<file path="config.mk">
export PLATFORM = sky130hd
export DESIGN_NAME = mem_to_axilite_bridge
export DESIGN_NICKNAME = d
export VERILOG_FILES = /design/src/rtl/mem_to_axilite_bridge.sv
export SDC_FILE = /design/constraint.sdc
export NUM_CORES = 1
export LEC_CHECK = 0
export CORE_MARGIN = 5
export CORE_UTILIZATION = 41
export CTS_BUF_LIST = sky130_fd_sc_hd__clkbuf_16
export DETAILED_ROUTE_END_ITERATION = 10
export PLACE_DENSITY = 0.86
export SETUP_SLACK_MARGIN = 0.2
export SKIP_CTS_REPAIR_TIMING = 1
export SYNTH_ARGS = -nofsm -noshare
export SYNTH_HDL_FRONTEND = slang
export SYNTH_SLANG_ARGS = --single-unit
</file>
<file path="constraint.sdc">
create_clock -name clk_i -period 3.8 [get_ports clk_i]
set_input_delay 0.38 -clock clk_i [delete_from_list [all_inputs] [get_ports clk_i]]
set_output_delay 0.38 -clock clk_i [all_outputs]
set_load 0.01 [all_outputs]
</file>
<file path="src/rtl/mem_to_axilite_bridge.sv">
// mem_to_axilite_bridge: converts a core-side MEM req/gnt/valid port into
// AXI4-Lite master transactions, one transaction in flight at a time.
// Optional watchdog enabled by defining BRIDGE_TIMEOUT_EN.
module mem_to_axilite_bridge #(
  parameter int unsigned AddrWidth     = 32,
  parameter int unsigned DataWidth     = 32,
  parameter int unsigned TimeoutCycles = 1024
) (
  input  logic                   clk_i,
  input  logic                   rst_ni,
  input  logic                   s_mem_req,
  output logic                   s_mem_gnt,
  input  logic [AddrWidth-1:0]   s_mem_addr,
  input  logic                   s_mem_we,
  input  logic [DataWidth/8-1:0] s_mem_be,
  input  logic [DataWidth-1:0]   s_mem_wdata,
  output logic                   s_mem_valid,
  output logic [DataWidth-1:0]   s_mem_rdata,
  output logic                   s_mem_error,
  output logic                   m_axi_awvalid,
  input  logic                   m_axi_awready,
  output logic [AddrWidth-1:0]   m_axi_awaddr,
  output logic [2:0]             m_axi_awprot,
  output logic                   m_axi_wvalid,
  input  logic                   m_axi_wready,
  output logic [DataWidth-1:0]   m_axi_wdata,
  output logic [DataWidth/8-1:0] m_axi_wstrb,
  input  logic                   m_axi_bvalid,
  output logic                   m_axi_bready,
  input  logic [1:0]             m_axi_bresp,
  output logic                   m_axi_arvalid,
  input  logic                   m_axi_arready,
  output logic [AddrWidth-1:0]   m_axi_araddr,
  output logic [2:0]             m_axi_arprot,
  input  logic                   m_axi_rvalid,
  output logic                   m_axi_rready,
  input  logic [DataWidth-1:0]   m_axi_rdata,
  input  logic [1:0]             m_axi_rresp
);

  localparam int unsigned BeWidth = DataWidth / 8;

  typedef enum logic [2:0] {IDLE, WR, WB, RD_AR, RD_R, RESP} state_e;

  state_e                 state_q, state_d;
  logic [AddrWidth-1:0]   addr_q;
  logic [BeWidth-1:0]     be_q;
  logic [DataWidth-1:0]   wdata_q;
  logic [DataWidth-1:0]   rdata_q;
  logic                   we_q;
  logic                   error_q;
  logic                   aw_done_q;
  logic                   w_done_q;
  logic                   aw_hs, w_hs, b_hs, r_hs;
  logic                   timeout;

  assign s_mem_gnt = s_mem_req && (state_q == IDLE || state_q == RESP);

  assign aw_hs = m_axi_awvalid && m_axi_awready;
  assign w_hs  = m_axi_wvalid  && m_axi_wready;
  assign b_hs  = m_axi_bvalid  && m_axi_bready;
  assign r_hs  = m_axi_rvalid  && m_axi_rready;

`ifdef BRIDGE_TIMEOUT_EN
  localparam int unsigned CntWidth = $clog2(TimeoutCycles + 1);

  logic [CntWidth-1:0] cnt_q;
  logic                busy;

  assign busy    = (state_q == WR) || (state_q == WB) || (state_q == RD_AR) || (state_q == RD_R);
  assign timeout = busy && (cnt_q == CntWidth'(TimeoutCycles - 1));

  // Watchdog: counts cycles spent in the current busy state, cleared on any state change
  always_ff @(posedge clk_i) begin
    if (!rst_ni) begin
      cnt_q <= '0;
    end else if (state_d != state_q) begin
      cnt_q <= '0;
    end else if (busy) begin
      cnt_q <= cnt_q + CntWidth'(1);
    end
  end
`else
  logic unused_timeout_cfg;
  assign timeout            = 1'b0;
  assign unused_timeout_cfg = ^TimeoutCycles;
`endif

  // State register
  always_ff @(posedge clk_i) begin
    if (!rst_ni) begin
      state_q <= IDLE;
    end else begin
      state_q <= state_d;
    end
  end

  // Next-state logic; the watchdog overrides any pending AXI phase
  always_comb begin
    state_d = state_q;
    unique case (state_q)
      IDLE:    if (s_mem_gnt) state_d = s_mem_we ? WR : RD_AR;
      WR:      if ((aw_done_q || aw_hs) && (w_done_q || w_hs)) state_d = WB;
      WB:      if (m_axi_bvalid) state_d = RESP;
      RD_AR:   if (m_axi_arready) state_d = RD_R;
      RD_R:    if (m_axi_rvalid) state_d = RESP;
      RESP:    state_d = s_mem_gnt ? (s_mem_we ? WR : RD_AR) : IDLE;
      default: state_d = IDLE;
    endcase
    if (timeout) begin
      state_d = RESP;
    end
  end

  // Output decode from the state and handshake-tracking flops
  always_comb begin
    m_axi_awvalid = 1'b0;
    m_axi_wvalid  = 1'b0;
    m_axi_bready  = 1'b0;
    m_axi_arvalid = 1'b0;
    m_axi_rready  = 1'b0;
    s_mem_valid   = 1'b0;
    unique case (state_q)
      WR: begin
        m_axi_awvalid = we_q && !aw_done_q;
        m_axi_wvalid  = we_q && !w_done_q;
      end
      WB:      m_axi_bready  = 1'b1;
      RD_AR:   m_axi_arvalid = 1'b1;
      RD_R:    m_axi_rready  = 1'b1;
      RESP:    s_mem_valid   = 1'b1;
      default: ;
    endcase
  end

  assign m_axi_awaddr = addr_q;
  assign m_axi_araddr = addr_q;
  assign m_axi_awprot = 3'b000;
  assign m_axi_arprot = 3'b000;
  assign m_axi_wdata  = wdata_q;
  assign m_axi_wstrb  = be_q;
  assign s_mem_rdata  = rdata_q;
  assign s_mem_error  = error_q;

  // Request capture, AW/W completion flags and response capture
  always_ff @(posedge clk_i) begin
    if (!rst_ni) begin
      addr_q    <= '0;
      be_q      <= '0;
      wdata_q   <= '0;
      we_q      <= 1'b0;
      rdata_q   <= '0;
      error_q   <= 1'b0;
      aw_done_q <= 1'b0;
      w_done_q  <= 1'b0;
    end else begin
      if (s_mem_gnt) begin
        addr_q    <= s_mem_addr;
        be_q      <= s_mem_be;
        wdata_q   <= s_mem_wdata;
        we_q      <= s_mem_we;
        aw_done_q <= 1'b0;
        w_done_q  <= 1'b0;
      end else begin
        if (aw_hs) aw_done_q <= 1'b1;
        if (w_hs)  w_done_q  <= 1'b1;
      end
      if (timeout) begin
        error_q <= 1'b1;
        rdata_q <= '0;
      end else if (b_hs) begin
        error_q <= (m_axi_bresp != 2'b00);
        rdata_q <= '0;
      end else if (r_hs) begin
        error_q <= (m_axi_rresp != 2'b00);
        rdata_q <= m_axi_rdata;
      end
    end
  end

endmodule

</file>
==> flow_metrics.py, run 1 <==
metrics = {
    "outcome": {
        "status": "finished clean",
    },
    "setup_path": {
        "worst_setup_path_start_kind": "flip-flop",
        "crit_path_max_fanout": 10,
        "crit_path_cell_trace": "nor2b_1 -> nand3b_1 -> nor2_1 -> clkdlybuf4s50_1",
        "path_class": "reg2out",
        "endpoint_kind": "output pin",
        "worstPathArrival_ns": 2.10,
        "slowest_delay_ns": 0.56,
        "critPathRequiredTime_ns": 3.42,
        "cp_slowest_cell": "dfxtp_1",
    },
    "pwr": {
        "ir_drop_uv": 357,
        "p_seq_share_pct": 40.8,
        "total_power_w": 0.00345,
        "p_int_w": 0.00235,
        "p_switching_w": 0.00110,
        "switching_share_pct": 31.9,
        "power_density_nw_per_um2": 501,
        "share_comb_of_total_power_pct": 34.5,
        "clockPowerShare_pct": 24.6,
        "p_leak_nw": 2.48,
    },
    "synth": {
        "synth_seq_cells": 107,
        "synth_compound_area_share_pct": 18.0,
        "synthMuxAreaShare_pct": 0.257,
        "ys_types": 33,
        "synth_xor_area_share_pct": 0.200,
        "syn-cell-area_um2": 4380,
        "synth_simple_gate_area_share_pct": 21.1,
        "yosys_warnings": 0,
        "ys_seq_area_share_pct": 48.9,
        "syn_inst": 534,
        "synth_top_family_by_area": "simple AND/OR/NAND/NOR gates",
        "synth_area_per_cell_um2": 8.20,
        "synth_fa_ha_area_share_pct": 0,
    },
    "final_layout": {
        "antenna_cells": 0,
        "final_area_um2": 6890,
        "areaGrowthSynthToFinish_pct": 57.2,
        "final_nets": 845,
        "finish.utilization_pct": 66.4,
        "drive_above_1_share_pct": 3.26,
        "fillers": 839,
    },
    "clocking": {
        "cts_tree": "done",
        "insertion_delay_ns": 0.34,
        "cts_max_path_buffers": 2,
        "cts_inserted_buffers": 9,
        "path_clk_slew_ns": 0.07,
        "htreeDepth": 3,
        "cts-root-buf": "clkbuf_16",
        "cts_sinks": 107,
    },
    "flow_run": {
        "drv_cap": 0,
    },
    "timing": {
        "fin_crit_sh_pct": 65.1,
        "hold_ws_ns": 0.451,
        "worstMarginPinSlew_ns": 1.10,
        "final_max_slew_viol_count": 0,
        "fin_tns_setup_ns": 0,
        "hold_viol_final": 0,
        "fmax_ghz": 0.404,
        "finClkSkew_ns": 0.00970,
        "max_slew_margin_pct": 26.3,
        "setup_viol": 0,
        "rsz0062_at_grt": "no",
        "period_needed_ns": 2.48,
    },
    "die": {
        "die_area_um2": 12900,
        "die_x_um": 113,
        "die_h_um": 113,
        "start_util_pct": 42.2,
        "io_pins": 259,
        "rows": 37,
        "coreArea_um2": 10400,
    },
    "detailed_routing": {
        "avgRoutedWirePerCell_um": 15.2,
        "drt_first_pass_iters": 4,
        "wl_um": 13200,
        "vias": 4203,
        "via_per_inst": 4.82,
        "ant_nets": 0,
        "drtIter0Drc": 230,
        "drcViolationCount": 0,
    },
    "placed_design": {
        "place_area_um2": 6620,
        "io_buffers": 252,
        "hpwl_um": 9960,
        "gp_congestion": 0.834,
    },
    "grt": {
        "grt_pass1_wl_um": 20700,
        "grt_antenna_before_repair": 0,
        "grt_start_max_net_pins": 76,
        "grtUsageTotal_pct": 19.8,
        "gr-total-overflow": 0,
        "grt_pass1_vias": 4102,
    },
    "min_path": {
        "hold_path_class": "reg2reg",
    },
}
[state kept, by name, indices dropped and copies added (netlist names)]
name	count
m_axi_araddr	32
we_q	1
w_done_q	1
state_q	3
m_axi_wdata	32
aw_done_q	1
s_mem_error	1
m_axi_wstrb	4
s_mem_rdata	32
[Yosys cell counts]
| master | count | area (µm²) |
|---|---|---|
| nand2_1 | 209 | 785 |
| a21oi_1 | 38 | 190 |
| nor3b_1 | 1 | 7.51 |
| a211o_1 | 1 | 8.76 |
| o21a_1 | 1 | 7.51 |
| o32ai_1 | 1 | 8.76 |
| xnor2_1 | 1 | 8.76 |
| inv_1 | 1 | 3.75 |
| or2_2 | 1 | 6.26 |
| buf_2 | 13 | 65.1 |
| or2b_1 | 1 | 7.51 |
| nor3b_2 | 1 | 12.5 |
| buf_4 | 46 | 345 |
| nor2b_1 | 1 | 6.26 |
| mux2_1 | 1 | 11.3 |
| o31ai_1 | 1 | 7.51 |
| and2_1 | 3 | 18.8 |
| o22ai_1 | 1 | 6.26 |
| a31oi_1 | 1 | 6.26 |
| buf_6 | 4 | 45.0 |
| a22o_1 | 1 | 8.76 |
| inv_2 | 1 | 3.75 |
| o21ai_0 | 3 | 15.0 |
| nor3b_4 | 1 | 18.8 |
| o21ba_2 | 1 | 10.0 |
| conb_1 | 1 | 3.75 |
| a21boi_1 | 69 | 518 |
| nand3b_1 | 2 | 15.0 |
| dfxtp_1 | 107 | 2140 |
| clkbuf_1 | 11 | 41.3 |
| nand3_1 | 3 | 15.0 |
| and3b_1 | 1 | 8.76 |
| nor2_1 | 6 | 22.5 |
[metrics by stage]
| step | instances | worst slack [ns] |
|---|---|---|
| 2_1_floorplan | 539 | 2.40 |
| 3_3_place_gp | 857 | 1.73 |
| 3_5_place_dp | 857 | 1.68 |
| 4_1_cts | 872 | 1.33 |
| 5_1_grt | 872 | 1.18 |
| 6_report | 872 | 1.32 |
[path summary, 6_finish.rpt]
path,end,slack [ns],cells after the start,from
worst min-delay path,m_axi_wdata[21],0.45,2,m_axi_wdata[21]
worst min register to register,m_axi_wdata[21],0.45,2,m_axi_wdata[21]
worst max-delay path,m_axi_awvalid,1.32,4,state_q[0]
worst max register to register,s_mem_rdata[30],1.66,4,state_q[1]
[critical path, delay by kind of cell (launching register included)]
kind / cells / cell delay (ns)
DFF: 1 / 0.56
and+or+nand+nor: 3 / 0.66
buffers and inverters: 1 / 0.54
[power groups by stage]
| stage | sequential, W | clock, W | combinational, W |
|---|---|---|---|
| floorplan | 0.00147 | 0 | 0.000637 |
| global placement | 0.00142 | 0 | 0.00118 |
| detailed placement | 0.00144 | 0 | 0.00120 |
| CTS | 0.00141 | 0.000875 | 0.00121 |
| global route | 0.00144 | 0.000921 | 0.00130 |
| finish | 0.00141 | 0.000851 | 0.00119 |
[cell type report]
class | count | area (µm²) | area share [%]
Sequential cell | 107 | 2140 | 31.1
Timing Repair Buffer | 256 | 2550 | 37.0
Clock inverter | 6 | 42.5 | 0.618
Inverter | 2 | 7.51 | 0.109
Multi-Input combinational cell | 356 | 1750 | 25.4
Tap cell | 136 | 170 | 2.47
Clock buffer | 9 | 225 | 3.27
[kinds of logic after synthesis]
| group | Yosys count |
|---|---|
| and+or+nand+nor | 230 |
| AOI/OAI and AO/OA | 118 |
| DFF | 107 |
| buffers and inverters | 76 |
| xor gates and xnor gates | 1 |
| muxes | 1 |
| other | 1 |
[metal layers]
layer | wire length (µm) | track usage, % | part of all wire, % | vias up
li1 | - | - | - | 2069
met1 | 4850 | 20.7 | 37 | 1913
met2 | 6730 | 35.9 | 51 | 183
met3 | 1130 | 7.27 | 8.6 | 38
met4 | 495 | 8.01 | 3.7 | 0
met5 | 0 | 0 | 0 | -
[placed cells by master, fill, tap and decap left out, types with 3 or more instances in the layout]
master	n
clkdlybuf4s50_1	251
nand2_1	209
dfxtp_1	107
a21boi_1	69
a21oi_1	38
clkbuf_16	9
nor2_1	6
conb_1	6
buf_4	4
and2_1	3
nand3_1	3
o21ai_0	3
Note: power is estimated with default switching activity, not from simulation.
==> inputs of run 2 (changes only) <==
CORE_UTILIZATION = 38   (was 41)
PLACE_DENSITY = 0.81   (was 0.86)
clock period = 2.3 ns   (was 3.8 ns; I/O delays follow)
==> run 2 against run 1 <==
Net effect:
- worst hold slack got worse by 0.11 ns
- clock-buffer cell count did not move
- non-clock buffer count is 3 higher
- clock skew decreased by 0.0052 ns
- worst setup slack got worse by 0.99 ns
- wire length grew 0.18%
- die area increased by 7.2%
- via count is 0.21% lower
- cell area rose by 1.7%
- critical path depth unchanged
- critical endpoint unchanged
- largest cell class unchanged
==> flow_metrics.py, run 2 (synthesis gave the netlist of run 1 again) <==
metrics = {
    "detailed_routing": {
        "avgRoutedWirePerCell_um": 15.0,
        "wl_um": 13200,
        "vias": 4194,
        "ant_nets": 0,
        "drcViolationCount": 0,
        "drt_first_pass_iters": 4,
        "via_per_inst": 4.74,
        "drtIter0Drc": 254,
    },
    "min_path": {
        "worstHoldPathCells": 2,
        "min_from": "rst_ni",
        "hold_path_class": "in2reg",
        "min_to": "state_q[2]",
    },
    "timing": {
        "max_slew_margin_pct": 52.2,
        "final_max_slew_viol_count": 0,
        "fmax_ghz": 0.509,
        "fin_crit_sh_pct": 85.5,
        "finClkSkew_ns": 0.00448,
        "hold_viol_final": 0,
        "rsz0062_at_grt": "no",
        "worstMarginPinSlew_ns": 0.717,
        "setup_viol": 0,
        "period_needed_ns": 1.97,
    },
    "pwr": {
        "clockPowerShare_pct": 28.2,
        "p_switching_w": 0.00179,
        "p_seq_share_pct": 38.8,
        "total_power_w": 0.00601,
        "share_comb_of_total_power_pct": 33.0,
        "switching_share_pct": 29.8,
        "power_density_nw_per_um2": 858,
        "p_int_w": 0.00422,
        "ir_drop_uv": 484,
        "p_leak_nw": 2.54,
    },
    "final_layout": {
        "drive_above_1_share_pct": 4.19,
        "final_nets": 848,
        "final_common_cell": "clkdlybuf4s50_1",
        "final_cell_mix": "clkdlybuf4s50_1 (251), nand2_1 (209), dfxtp_1 (104), a21boi_1 (69), a21oi_1 (38)",
        "areaGrowthSynthToFinish_pct": 59.9,
        "final_area_um2": 7000,
    },
    "clocking": {
        "htreeDepth": 3,
        "path_clk_slew_ns": 0.07,
        "cts_sinks": 107,
        "cts-root-buf": "clkbuf_16",
        "cts_tree": "done",
        "insertion_delay_ns": 0.34,
        "cts_inserted_buffers": 9,
        "cts_max_path_buffers": 2,
    },
    "grt": {
        "grt_start_max_net_pins": 71,
        "met3_usage_pct": 6.02,
        "grtUsageTotal_pct": 18.6,
        "grt_antenna_before_repair": 1,
        "busiest_layer": "met2",
        "use_met2_pct": 33.3,
        "grt_pass1_wl_um": 21200,
        "gr-total-overflow": 0,
        "use_met1_pct": 19.3,
        "grt_pass1_vias": 4160,
    },
    "die": {
        "die_area_um2": 13800,
        "die_h_um": 117,
        "start_util_pct": 38.5,
        "die_x_um": 117,
        "coreArea_um2": 11400,
        "rows": 39,
        "io_pins": 259,
    },
    "setup_path": {
        "crit_path_max_fanout": 10,
        "crit_start": "state_q[0]",
        "reg2reg_depth": 5,
        "endpoint_kind": "output pin",
        "worst_setup_path_start_kind": "flip-flop",
        "worstPathArrival_ns": 1.74,
        "r2r_start": "state_q[2]",
        "r2r_slack_ns": 0.50,
        "critPathRequiredTime_ns": 2.07,
        "crit_path_cell_trace": "nor2b_4 -> nand3b_1 -> nor2_1 -> clkdlybuf4s50_1",
        "r2r_end": "s_mem_rdata[22]",
        "cp_slowest_cell": "clkdlybuf4s50_1",
        "path_class": "reg2out",
        "slowest_delay_ns": 0.54,
    },
    "placed_design": {
        "place_area_um2": 6650,
        "io_buffers": 252,
        "hpwl_um": 10100,
        "gp_congestion": 0.771,
    },
    "outcome": {
        "status": "finished clean",
    },
    "flow_run": {
        "drv_cap": 0,
    },
}
-- run 2: through the flow --
step | hold WS (ns) | setup slack, ns | TNS (ns) | std cells | utilization (%)
detailed placement | 0.446 | 0.315 | 0 | 867 | 58.5
global route | 0.380 | 0.212 | 0 | 884 | 61.6
CTS | 0.349 | -0.0216 | -0.0258 | 883 | 61.4
floorplan | 0.365 | 0.939 | 0 | 539 | -
global placement | 0.440 | 0.373 | 0 | 867 | 58.5
finish | 0.346 | 0.334 | 0 | 884 | 61.6
-- run 2: worst max-delay path by stage --
stage                                  end  cells after the start
after floorplan                 state_q[1]                      5
after global placement    m_axi_araddr[15]                      6
after detailed placement   m_axi_araddr[5]                      6
after CTS                    m_axi_awvalid                      4
after global routing         m_axi_awvalid                      4
final                        m_axi_awvalid                      4
-- run 2: cell type report --
type                       instances  area (µm²)
fill                             980        4370
timing repair buffer             259        2570
sequential                       107        2150
multi-input combinational        356        1760
clock buffer                       9         225
tap                              143         179
clock inverter                     7         108
inverter                           2        7.51
antenna                            1        2.50
-- run 2: worst max-delay path: cells and delay by family (launching register included) --
family        cells  cell delay (ns)
flops             1             0.42
buf+inv           1             0.54
simple gates      3             0.44
-- run 2: per-layer routing --
| metal | vias to the layer above | part of all wire (%) |
|---|---|---|
| li1 | 2069 | - |
| met1 | 1928 | 37 |
| met2 | 162 | 51 |
| met3 | 35 | 8.3 |
| met4 | 0 | 3.7 |
| met5 | - | 0 |
-- run 2: power by group through the flow --
stage,logic [W],registers (W),clock network [W]
after floorplan,0.00105,0.00242,0
after global placement,0.00196,0.00235,0
after global routing,0.00218,0.00238,0.00182
after CTS,0.00201,0.00233,0.00175
final,0.00198,0.00233,0.00169
after detailed placement,0.00200,0.00237,0
==> inputs of run 3 (changes only) <==
ABC_AREA = 1   (was not set)
CORE_ASPECT_RATIO = 1.75   (was not set)
CORE_UTILIZATION = 37   (was 38)
CTS_BUF_LIST = sky130_fd_sc_hd__clkbuf_8 sky130_fd_sc_hd__clkbuf_16   (was sky130_fd_sc_hd__clkbuf_16)
==> run 3 against run 2 <==
Net effect:
- via count up 3.7%
- final cell count up 1.0%
- die area down 1.8%
- cell area down 3.2%
- worst setup slack better by 0.024 ns
- combinational power up 56%
- sequential power up 15%
- sequential cell count unchanged
- global-route usage up 1.2 points
- critical path depth up 1
- critical path type unchanged
- critical endpoint is now m_axi_bready
- largest cell class unchanged
- largest power group is now combinational logic
==> flow_metrics.py, run 3 <==
metrics = {
    "outcome": {
        "status": "finished clean",
    },
    "pwr": {
        "ir_drop_uv": 594,
        "p_int_w": 0.00466,
        "power_density_nw_per_um2": 1050,
        "switching_share_pct": 34.6,
        "share_comb_of_total_power_pct": 43.1,
        "p_leak_nw": 2.71,
        "clockPowerShare_pct": 19.3,
        "p_seq_share_pct": 37.6,
        "p_switching_w": 0.00247,
    },
    "clocking": {
        "insertion_delay_ns": 0.34,
        "cts_tree": "done",
        "cts_sinks": 107,
        "cts_max_path_buffers": 2,
        "htreeDepth": 3,
        "cts-root-buf": "clkbuf_16",
        "path_clk_slew_ns": 0.07,
        "cts_inserted_buffers": 9,
    },
    "timing": {
        "fin_crit_sh_pct": 84.4,
        "max_slew_margin_pct": 57.2,
        "setup_viol": 0,
        "finClkSkew_ns": 0.00777,
        "period_needed_ns": 1.94,
        "final_max_slew_viol_count": 0,
        "fin_tns_setup_ns": 0,
        "rsz0062_at_grt": "no",
        "worstMarginPinSlew_ns": 0.641,
        "hold_viol_final": 0,
        "fmax_ghz": 0.515,
    },
    "detailed_routing": {
        "wl_um": 13700,
        "drcViolationCount": 0,
        "drtIter0Drc": 165,
        "vias": 4348,
        "drt_first_pass_iters": 4,
        "ant_nets": 0,
        "via_per_inst": 4.87,
        "avgRoutedWirePerCell_um": 15.4,
    },
    "synth": {
        "synth_area_leader_cell": "dfxtp_1",
        "synth_area_per_cell_um2": 7.58,
        "synthArstFlopShare_pct": 0,
        "syn_inst": 548,
        "yosysTopAreaCellShare_pct": 51.6,
        "ys_seq_area_share_pct": 51.6,
        "yosys_warnings": 0,
        "synth_seq_cells": 107,
        "ys.flop_type": "dfxtp_1",
        "synth_common_cells": "nor2_1 (144), dfxtp_1 (107), nand2_1 (85)",
        "synth_edf_count": 0,
        "syn-cell-area_um2": 4150,
        "yosysMostFrequentCell": "nor2_1",
        "yosys-top-cells-area": "dfxtp_1 (52%), nor2_1 (13%), nand2_1 (7.7%)",
        "ys_types": 20,
    },
    "flow_run": {
        "drv_cap": 0,
    },
    "setup_path": {
        "r2r_end": "m_axi_wdata[18]",
        "r2r_start": "state_q[0]",
        "worst_setup_path_start_kind": "flip-flop",
        "r2r_slack_ns": 0.46,
        "path_class": "reg2out",
        "worstPathArrival_ns": 1.71,
        "reg2reg_depth": 6,
        "critPathRequiredTime_ns": 2.07,
        "crit_path_max_fanout": 6,
        "crit_start": "state_q[1]",
        "endpoint_kind": "output pin",
    },
    "die": {
        "die_area_um2": 13500,
        "io_pins": 259,
        "die_h_um": 150,
        "die_x_um": 90.1,
        "start_util_pct": 37.6,
        "coreArea_um2": 11000,
        "rows": 51,
    },
    "min_path": {
        "worstHoldPathCells": 3,
        "min_from": "rst_ni",
        "hold_path_class": "in2reg",
        "min_to": "state_q[0]",
    },
    "placed_design": {
        "gp_congestion": 0.883,
        "io_buffers": 252,
        "place_area_um2": 6510,
        "hpwl_um": 10600,
    },
    "final_layout": {
        "areaGrowthSynthToFinish_pct": 63.2,
        "final_nets": 871,
        "fillers": 959,
        "drive_above_1_share_pct": 4.34,
        "final_cell_mix": "clkdlybuf4s50_1 (248), nor2_1 (142), dfxtp_1 (106), nand2_1 (85), o21ai_0 (61)",
        "final_area_um2": 6780,
        "final_common_cell": "clkdlybuf4s50_1",
        "antenna_cells": 0,
    },
    "grt": {
        "grt_start_max_net_pins": 66,
        "gr-total-overflow": 0,
        "grt_antenna_before_repair": 0,
        "grt_pass1_wl_um": 21900,
        "grtUsageTotal_pct": 19.8,
        "grt_pass1_vias": 4533,
    },
}
run 3: cell types whose count changed in the layout (fill, tap and decap cells not counted), sizes merged, moves of 3 or more:
| cell | before | now |
|---|---|---|
| nor2 | 6 | 145 |
| o21ai | 3 | 74 |
| buf | 8 | 12 |
| dlymetal6s2s | 0 | 3 |
| and2 | 3 | 0 |
| inv | 3 | 20 |
| clkdlybuf4s50 | 251 | 248 |
| a21boi | 69 | 0 |
| nand2 | 209 | 85 |
| bufinv | 3 | 0 |
| nand3 | 3 | 6 |
run 3: worst max-delay path by stage:
stage	endpoint	slack [ns]	cells past startpoint
global placement	we_q	0.45	7
floorplan	s_mem_rdata[10]	0.96	8
CTS	m_axi_awvalid	0.11	6
global route	m_axi_wdata[29]	0.20	6
detailed placement	m_axi_wdata[18]	0.37	6
finish	m_axi_bready	0.36	5
run 3: area by class of cell:
cell class / instances / area, µm² / area share (%)
multi-input combinational: 359 / 1540 / 22.7
inverter: 18 / 67.6 / 0.997
clock inverter: 5 / 32.5 / 0.480
timing repair buffer: 263 / 2610 / 38.5
sequential: 107 / 2140 / 31.6
clock buffer: 9 / 225 / 3.32
tap: 132 / 165 / 2.44
run 3: critical path, cell delays in order (launching register included):
cell and delay (ns):
dfxtp_1 0.38, inv_1 0.12, nor2_1 0.15, nand2_1 0.09, inv_1 0.08, clkdlybuf4s50_1 0.55
run 3: metal layers:
| layer | GRT usage (%) | vias to the layer above | wire [µm] |
|---|---|---|---|
| met2 | 35.2 | 218 | 7090 |
| met1 | 19.6 | 1976 | 4840 |
| met5 | 0 | - | 0 |
| met4 | 11.2 | 0 | 619 |
| li1 | - | 2110 | - |
| met3 | 7.25 | 44 | 1180 |
run 3: logic make-up after synthesis:
kind of cell / synth area share (%)
simple gates: 22.2
compound gates: 14.2
flops: 51.6
buf+inv: 12.0
other cells: 0.0903
run 3: power groups by stage:
| stage | Clock [W] | Combinational (W) | Sequential, W |
|---|---|---|---|
| 6_report | 0.00138 | 0.00308 | 0.00268 |
| 5_1_grt | 0.00151 | 0.00336 | 0.00274 |
| 4_1_cts | 0.00142 | 0.00311 | 0.00268 |
| 3_5_place_dp | 0 | 0.00309 | 0.00270 |
| 3_3_place_gp | 0 | 0.00303 | 0.00268 |
| 2_1_floorplan | 0 | 0.00135 | 0.00285 |
run 3: per-stage QoR:
step	std cells	worst slack (ns)	power [W]	hold slack, ns	utilization, %
2_1_floorplan	553	0.957	0.00420	0.365	-
3_3_place_gp	879	0.454	0.00571	0.449	58.9
5_1_grt	893	0.201	0.00761	0.344	61.4
4_1_cts	893	0.113	0.00720	0.313	61.3
6_report	893	0.358	0.00713	0.323	61.4
3_5_place_dp	879	0.372	0.00580	0.451	58.9
